$ cat src/rtl/heartbeat_monitor.sv
// heartbeat_monitor: receive-side checker for an asynchronous heartbeat pad signal.
// Synchronises sig_in, measures rise-to-rise intervals in clk cycles, checks each
// against [MIN_PERIOD, MAX_PERIOD] and tracks lock/loss with a saturating error count.
//
// Ports:
//   clk, rst_n     clock, asynchronous active-low reset
//   sig_in         raw pad input (asynchronous to clk)
//   clr_err        synchronous clear of err_count
//   state          0 IDLE, 1 ACQUIRE, 2 LOCKED, 3 LOST
//   locked         state == LOCKED
//   period         last checked interval
//   period_valid   one-cycle pulse when period updates
//   timeout        one-cycle pulse on loss of heartbeat
//   err_count      saturating count of bad periods plus timeouts
module heartbeat_monitor #(
  parameter int unsigned CNT_W      = 16,
  parameter int unsigned MIN_PERIOD = 8,
  parameter int unsigned MAX_PERIOD = 16,
  parameter int unsigned LOCK_COUNT = 4,
  parameter int unsigned ERR_W      = 8
) (
  input  logic             clk,
  input  logic             rst_n,
  input  logic             sig_in,
  input  logic             clr_err,
  output logic [1:0]       state,
  output logic             locked,
  output logic [CNT_W-1:0] period,
  output logic             period_valid,
  output logic             timeout,
  output logic [ERR_W-1:0] err_count
);

  typedef enum logic [1:0] {
    IDLE    = 2'd0,
    ACQUIRE = 2'd1,
    LOCKED  = 2'd2,
    LOST    = 2'd3
  } state_t;

  localparam int unsigned      GOOD_W = $clog2(LOCK_COUNT + 1);
  localparam logic [CNT_W-1:0] MIN_C  = CNT_W'(MIN_PERIOD);
  localparam logic [CNT_W-1:0] MAX_C  = CNT_W'(MAX_PERIOD);
  localparam logic [GOOD_W-1:0] LOCK_C = GOOD_W'(LOCK_COUNT);

  state_t              state_q, state_d;
  logic                s1_q, s2_q, s3_q;
  logic [CNT_W-1:0]    cnt_q, cnt_d;
  logic [GOOD_W-1:0]   good_q, good_d;
  logic [CNT_W-1:0]    period_d;
  logic                pv_d, tmo_d, locked_d, err_ev;
  logic [ERR_W-1:0]    err_d;
  logic                rise, in_window;
  logic [GOOD_W-1:0]   good_inc;

  assign rise      = s2_q & ~s3_q;
  assign in_window = (cnt_q >= MIN_C) && (cnt_q <= MAX_C);
  assign good_inc  = good_q + GOOD_W'(1);
  assign state     = 2'(state_q);

  // Three-flop synchroniser; s3 only serves edge detection.
  always_ff @(posedge clk or negedge rst_n) begin
    if (!rst_n) begin
      s1_q <= 1'b0;
      s2_q <= 1'b0;
      s3_q <= 1'b0;
    end else begin
      s1_q <= sig_in;
      s2_q <= s1_q;
      s3_q <= s2_q;
    end
  end

  // Interval counter: restarts at 1 on a rise so its value at the next rise is the period.
  always_comb begin
    cnt_d = cnt_q;
    if (rise)                  cnt_d = CNT_W'(1);
    else if (cnt_q != '1)      cnt_d = cnt_q + CNT_W'(1);
  end

  // Next-state and registered-output logic.
  always_comb begin
    state_d  = state_q;
    good_d   = good_q;
    period_d = period;
    pv_d     = 1'b0;
    tmo_d    = 1'b0;
    err_ev   = 1'b0;
    case (state_q)
      IDLE: begin
        if (rise) begin
          state_d = ACQUIRE;
          good_d  = '0;
        end
      end
      ACQUIRE: begin
        if (rise) begin
          pv_d     = 1'b1;
          period_d = cnt_q;
          if (in_window) begin
            good_d = good_inc;
            if (good_inc == LOCK_C) state_d = LOCKED;
          end else begin
            good_d = '0;
            err_ev = 1'b1;
          end
        end else if (cnt_q == MAX_C) begin
          state_d = LOST;
          tmo_d   = 1'b1;
          err_ev  = 1'b1;
        end
      end
      LOCKED: begin
        if (rise) begin
          pv_d     = 1'b1;
          period_d = cnt_q;
          if (!in_window) begin
            state_d = ACQUIRE;
            good_d  = '0;
            err_ev  = 1'b1;
          end
        end else if (cnt_q == MAX_C) begin
          state_d = LOST;
          tmo_d   = 1'b1;
          err_ev  = 1'b1;
        end
      end
      LOST: begin
        // First edge after loss only re-arms; its interval is meaningless.
        if (rise) begin
          state_d = ACQUIRE;
          good_d  = '0;
        end
      end
      default: state_d = IDLE;
    endcase
    locked_d = (state_d == LOCKED);
  end

  // Error counter: a clear coinciding with an error leaves exactly that error counted.
  always_comb begin
    err_d = err_count;
    if (clr_err)                          err_d = err_ev ? ERR_W'(1) : '0;
    else if (err_ev && (err_count != '1)) err_d = err_count + ERR_W'(1);
  end

  // State and output registers.
  always_ff @(posedge clk or negedge rst_n) begin
    if (!rst_n) begin
      state_q      <= IDLE;
      cnt_q        <= '0;
      good_q       <= '0;
      locked       <= 1'b0;
      period       <= '0;
      period_valid <= 1'b0;
      timeout      <= 1'b0;
      err_count    <= '0;
    end else begin
      state_q      <= state_d;
      cnt_q        <= cnt_d;
      good_q       <= good_d;
      locked       <= locked_d;
      period       <= period_d;
      period_valid <= pv_d;
      timeout      <= tmo_d;
      err_count    <= err_d;
    end
  end

endmodule

$ cat config.mk
export PLATFORM = sky130hd
export DESIGN_NAME = heartbeat_monitor
export DESIGN_NICKNAME = d
export VERILOG_FILES = /design/src/rtl/heartbeat_monitor.sv
export SDC_FILE = /design/constraint.sdc
export NUM_CORES = 1
export LEC_CHECK = 0
export CORE_ASPECT_RATIO = 0.5
export CORE_MARGIN = 2
export CORE_UTILIZATION = 53
export CTS_CLUSTER_DIAMETER = 50
export DETAILED_ROUTE_END_ITERATION = 6
export PLACE_DENSITY = 0.78
export SETUP_SLACK_MARGIN = 0.02
export SYNTH_ARGS = -nofsm -noshare
export SYNTH_HDL_FRONTEND = slang
export SYNTH_SLANG_ARGS = --single-unit
$ cat constraint.sdc
create_clock -name clk -period 5.7 [get_ports clk]
set_clock_uncertainty 0.1 [all_clocks]
set_input_delay 1.14 -clock clk [delete_from_list [all_inputs] [get_ports clk]]
set_output_delay 1.14 -clock clk [all_outputs]
set_load 0.05 [all_outputs]
==> out/results.ini, run 1 <==
[grt]
grt_usage_pct = 20.01
antenna_found_initial = 0
grt_first_pass_wirelength_microns = 8887
grt.overflow.total = 0
grt_pass1_vias = 1896
grt_max_degree = 52

[drt]
dr_total_vias = 2050
drt-pass1-iter-count = 4
drt_wl_total_microns = 5390
routedWlPerCell_microns = 14.85
drtAntennaViolNets = 0
via_per_inst = 5.647
drt_iter0_markers = 90
drc = 0

[critical_path]
cp-start-kind = flop
worst-setup-path-type = reg2reg
end_kind = flop
reg2reg_to = err_count[7]
required_ps = 5790
cp_data_arrival_time_ps = 3000
crit-reg2reg-launch = state[0]
reg2reg_slack_ps = 2790
crit_fanout = 20
ff2ff_path_depth = 7

[power]
pwr-share-comb_pct = 30.8
pwr-share-clk_pct = 23.6
max-vdd-ir-drop_v = 0.0001082
p_int_w = 0.0006111
net-switching-power_w = 0.0003554
pwr-share-seq_pct = 45.6
p_per_area_mw_per_mm2 = 306.9
sw_frac_of_total_pct = 36.77
leakagePower_nw = 1.356

[synth]
synth-seq-area-share_pct = 47.60
synth-async-reset-ratio_pct = 100.0
synth_most_common_cell = dfrtp_1
synth_top_cells_by_count = dfrtp_1 (51), nor2_1 (25), nand2_1 (19)
syn_area_sq_mm = 0.002681
synth_edf_count = 0
syn_inst = 262
synth_ff_type = dfrtp_1
ys_ff_latch = 51
synth_top_area_share_pct = 47.60
synth_area_leaders = dfrtp_1 (48%), mux2_2 (6.7%), xnor2_1 (3.9%)
ys_types = 49
synth_top_area_cell = dfrtp_1
syn_avg_cell_area_sq_um = 10.23
yosys_warnings = 0
syn_nets = 274

[clock_tree]
clock-sinks = 51
clk_latency_ps = 300
cts_max_path_buffers = 2
cts.repair.resized = 0
clockRootBuffer = clkbuf_8
cts_setup_buffers = 0
cts.reportedPaths.clkPinSlew_ps = 90
cts_buffers = 5
cts_tree = done
hold_buffers = 0
ctsHtreeMaxLevel = 2

[final_layout]
diodes = 0
area_growth_pct = 17.45
drive_gt1_share_pct = 11.60
fill_cells = 390
nets = 304
multi_input_area_sq_mm = 0.001310
sequential_cell_area_sq_mm = 0.001276

[placement]
gp_congestion = 0.8792
portBuffers = 32
hpwl_microns = 3771

[timing]
slew_viol_final = 0
relSlewSlack_pct = 25.43
rsz0062_at_grt = no
setup_viol = 0
tightest_slew_ps = 1119
fin_worst_hold_slack_ps = 255.4
final_hold_viol_count = 0
fmax_ghz = 0.3439
finalSetupTns_ps = 0
fin_crit_ps = 2908
period_share_pct = 51.01

[min_path]
holdPathEnd = s2_q
hp-start = s1_q
holdPathStages = 0
hold_path.class = reg2reg

[die]
dieArea_sq_mm = 0.005679
die_w_microns = 104.6
die_h_microns = 54.30
rows = 18
start_util_pct = 54.61
num_io_pins = 33
core_area_sq_mm = 0.004910

[outcome]
outcome = completed

[job]
cap_viol_max_count = 0

[through the flow]
step | cell area (sq um) | setup slack [ps] | power (W) | util, % | std cells
after global placement | 3049 | 2922 | 0.0007317 | 62.11 | 355
after detailed placement | 3049 | 2797 | 0.0007429 | 62.11 | 355
after floorplan | 2681 | 3001 | 0.0006575 | - | 262
after global routing | 3149 | 2602 | 0.001010 | 64.14 | 363
final | 3149 | 2792 | 0.0009665 | 64.14 | 363
after CTS | 3149 | 2750 | 0.0009720 | 64.14 | 363
[routing by layer]
metal,GRT usage (%),share of wire (%),vias up
li1,-,-,1001
met1,26.21,48,990
met2,34.97,47,57
met3,4.524,4.7,2
met4,5.111,0.46,0
met5,0,0,-
[critical path: stages (launching register included)]
cell and delay, ps:
dfrtp_1 400, inv_1 90, ha_1 430, nand2b_1 600
inv_1 320, o21ai_4 150, a2111oi_2 340, mux2_2 370
[worst max-delay path by stage]
stage | startpoint | endpoint | cells past startpoint
after floorplan | state[0] | period[15] | 7
final | state[0] | err_count[7] | 7
after global routing | state[0] | err_count[7] | 7
after global placement | state[0] | err_count[7] | 7
after CTS | state[0] | err_count[7] | 7
after detailed placement | state[0] | err_count[7] | 7
[power by group through the flow]
stage | registers, W | logic (W) | clock network, W
after global routing | 0.000446 | 0.000318 | 0.000246
after global placement | 0.000443 | 0.000289 | 0
after detailed placement | 0.000447 | 0.000296 | 0
after CTS | 0.000440 | 0.000298 | 0.000234
after floorplan | 0.000507 | 0.000150 | 0
final | 0.000441 | 0.000298 | 0.000228
[final cells by class]
cell class,instances,share of cell area (%)
multi-input combinational,188,41.60
tap,70,2.781
sequential,51,40.52
timing repair buffer,34,10.49
clock buffer,8,3.178
inverter,12,1.430
[cell families after synthesis]
group	Yosys count	share of synthesized area (%)
AO/OA/AOI/OAI	43	11.99
XOR/XNOR	13	4.246
adder cells (fa/ha/maj)	8	3.733
buffers and inverters	23	3.546
flip-flops	51	47.60
multiplexers	19	7.886
AND/OR/NAND/NOR	105	21.00
[cells in the final DEF, fill, tap and decap left out, types with 3 or more instances in the layout]
master	instances
ha_1	8
nand4_1	6
o21ai_0	6
clkdlybuf4s50_1	31
nor2b_1	6
nand3_1	13
nand2b_1	5
inv_1	12
or3_1	3
mux2_2	16
o22ai_1	3
xnor2_1	12
nor3_1	7
dfrtp_1	51
nor2_1	25
and3_1	5
nand2_1	19
a211oi_1	7
clkbuf_8	7
a21oi_1	10
nor4_1	5
[state kept, by name, indices dropped and copies added (netlist names)]
register and cells:
period_valid 1, s2_q 1, timeout 1, s3_q 1, cnt_q 16, good_q 3
period 16, locked 1, err_count 8, state 2, s1_q 1
(Power assumes the default switching activity.)
==> run 2: changes to the inputs <==
clock period = 2.9 ns   (was 5.7 ns; I/O delays follow)
==> run 2 against run 1 <==
  * Via count rose by 3.3%
  * Die area did not move
  * Worst hold slack worse by 100 ps
  * Combinational power increased by 99%
  * Register-to-register slack lost 2500 ps
  * Total power rose by 90%
==> out/results.ini, run 2 (synthesis results as in run 1) <==
[grt]
grt_first_pass_wirelength_microns = 9273  ; was 8887 microns
grt_pass1_vias = 2004  ; was 1896
grt.overflow.total = 0  ; unchanged
antenna_found_initial = 0  ; unchanged
grt_max_degree = 52  ; unchanged
grt_usage_pct = 20.89  ; was 20.01%

[final_layout]
multi_input_area_sq_mm = 0.001310  ; unchanged
postLayoutCoreUtil_pct = 64.45  ; was 64.14%
fill_cells = 406  ; was 390
largestRegisters = cnt_q: 16 flops, period: 16 flops, err_count: 8 flops  ; unchanged
sequential_cell_area_sq_mm = 0.001276  ; unchanged
design_area_sq_mm = 0.003164  ; was 0.003149 sq mm
nets = 308  ; was 304
area_growth_pct = 18.01  ; was 17.45%
most-common-layout-cells = dfrtp_1 (51), clkdlybuf4s50_1 (31), nor2_1 (25), nand2_1 (19), mux2_2 (16)  ; unchanged
diodes = 0  ; unchanged
drive_gt1_share_pct = 12.20  ; was 11.60%
final_common_cell = dfrtp_1  ; unchanged

[timing]
rsz0062_at_grt = no  ; unchanged
fin_crit_ps = 2652  ; was 2908 ps
setup_viol = 0  ; unchanged
final_hold_viol_count = 0  ; unchanged
period_share_pct = 91.46  ; was 51.01%
finalSetupTns_ps = 0  ; unchanged
finalWorstSetupSlack_ps = 247.7  ; was 2792 ps
slew_viol_final = 0  ; unchanged
fmax_ghz = 0.3770  ; was 0.3439 GHz
tightest_slew_ps = 668.5  ; was 1119 ps
relSlewSlack_pct = 55.34  ; was 25.43%

[clock_tree]
cts_max_path_buffers = 2  ; unchanged
cts.repair.resized = 0  ; unchanged
cts_buffers = 5  ; unchanged
clockRootBuffer = clkbuf_8  ; unchanged
cts_tree = done  ; unchanged
ctsHtreeMaxLevel = 2  ; unchanged
cts.reportedPaths.clkPinSlew_ps = 90  ; about the same
cts_setup_buffers = 0  ; unchanged
hold_buffers = 0  ; unchanged
clock-sinks = 51  ; unchanged
clk_latency_ps = 300  ; about the same

[critical_path]
ff2ff_path_depth = 5  ; was 7
worstPathCellList = nor4_1, nand4_1, or3_1, a2111oi_2, mux2_2  ; was inv_1, ha_1, nand2b_1, inv_1, o21ai_4, a2111oi_2, mux2_2
slowest_delay_ps = 570  ; was 600 ps
cpMaxStageDelayCell = nor4_1  ; was nand2b_1
worst-setup-path-type = reg2reg  ; unchanged
cp_data_arrival_time_ps = 2740  ; was 3000 ps
critPathTopFamily = simple AND/OR/NAND/NOR gates  ; unchanged
reg2reg_slack_ps = 250  ; was 2790 ps
crit_buf_inv = 0  ; was 2
end_kind = flop  ; unchanged
required_ps = 2990  ; was 5790 ps
crit-reg2reg-launch = cnt_q[14]  ; was state[0]
reg2reg_to = err_count[7]  ; unchanged
crit_fanout = 5  ; was 20
cp-start-kind = flop  ; unchanged

[power]
pwr-share-seq_pct = 47.0  ; was 45.6%
max-vdd-ir-drop_v = 0.0002433  ; was 0.0001082 V
net-switching-power_w = 0.0006893  ; was 0.0003554 W
pwr-share-comb_pct = 32.3  ; was 30.8%
sw_frac_of_total_pct = 37.51  ; was 36.77%
p_total_w = 0.001838  ; was 0.0009665 W
pwr-share-clk_pct = 20.7  ; was 23.6%
leakagePower_nw = 1.366  ; was 1.356 nW
p_int_w = 0.001148  ; was 0.0006111 W
p_per_area_mw_per_mm2 = 580.7  ; was 306.9 mW/mm^2

[drt]
via_per_inst = 5.803  ; was 5.647
dr_total_vias = 2118  ; was 2050
drt_iter0_markers = 144  ; was 90
drc = 0  ; unchanged
drt-pass1-iter-count = 4  ; unchanged
drtAntennaViolNets = 0  ; unchanged
drt_wl_total_microns = 5581  ; was 5390 microns
routedWlPerCell_microns = 15.29  ; was 14.85 microns

[job]
cap_viol_max_count = 0  ; unchanged

[die]
num_io_pins = 33  ; unchanged
core_area_sq_mm = 0.004910  ; unchanged
dieArea_sq_mm = 0.005679  ; unchanged
die_w_microns = 104.6  ; unchanged
start_util_pct = 54.61  ; unchanged
rows = 18  ; unchanged
die_h_microns = 54.30  ; unchanged

[min_path]
hold_path.class = in2async  ; was reg2reg

[placement]
hpwl_microns = 3806  ; was 3771 microns
pre_cts_slack_ps = 360.1  ; was 2797 ps
portBuffers = 32  ; unchanged
placed_area_sq_mm = 0.003092  ; was 0.003049 sq mm
gp_congestion = 0.8960  ; was 0.8792

[outcome]
outcome = completed  ; unchanged

[run 2: worst register-to-register path: stages (launching register included)]
cell       delay (ps)
dfrtp_1           450
nor4_1            570
nand4_1           260
or3_1             420
a2111oi_2         380
mux2_2            380
[run 2: area by class of cell]
cell class                      instances  area share [%]
Tap cell                               70           2.768
Timing Repair Buffer                   38           11.78
Inverter                               12           1.423
Multi-Input combinational cell        188           41.40
Sequential cell                        51           40.33
Clock buffer                            6           2.293
[run 2: through the flow]
| stage | cells | hold slack [ps] |
|---|---|---|
| global route | 365 | 180.2 |
| detailed placement | 359 | 236.2 |
| floorplan | 262 | 184.4 |
| global placement | 359 | 232.8 |
| CTS | 365 | 170.1 |
| finish | 365 | 154.8 |
[run 2: power groups by stage]
stage | Clock, W | Combinational, W | Sequential (W)
after CTS | 0.000383 | 0.000592 | 0.000861
after global routing | 0.000412 | 0.000641 | 0.000874
after global placement | 0 | 0.000574 | 0.000869
after floorplan | 0 | 0.000296 | 0.000997
after detailed placement | 0 | 0.000586 | 0.000875
final | 0.000381 | 0.000594 | 0.000863
[run 2: how the worst max path moves through the flow]
stage,startpoint,to,slack (ps),cells after the start
4_1_cts,cnt_q[14],err_count[7],280,5
3_3_place_gp,cnt_q[14],err_count[7],440,5
6_report,cnt_q[14],err_count[7],250,5
2_1_floorplan,state[0],period[15],200,7
5_1_grt,cnt_q[14],err_count[7],110,5
3_5_place_dp,cnt_q[14],err_count[7],360,5
[run 2: routing by layer]
layer	track usage [%]	vias to the layer above	wire [microns]	share of wire, %
met3	5.000	9	245	4.4
met2	36.38	48	2656	48
met5	0	-	0	0
met4	6.222	0	60	1.1
li1	-	1000	-	-
met1	27.01	1061	2618	47
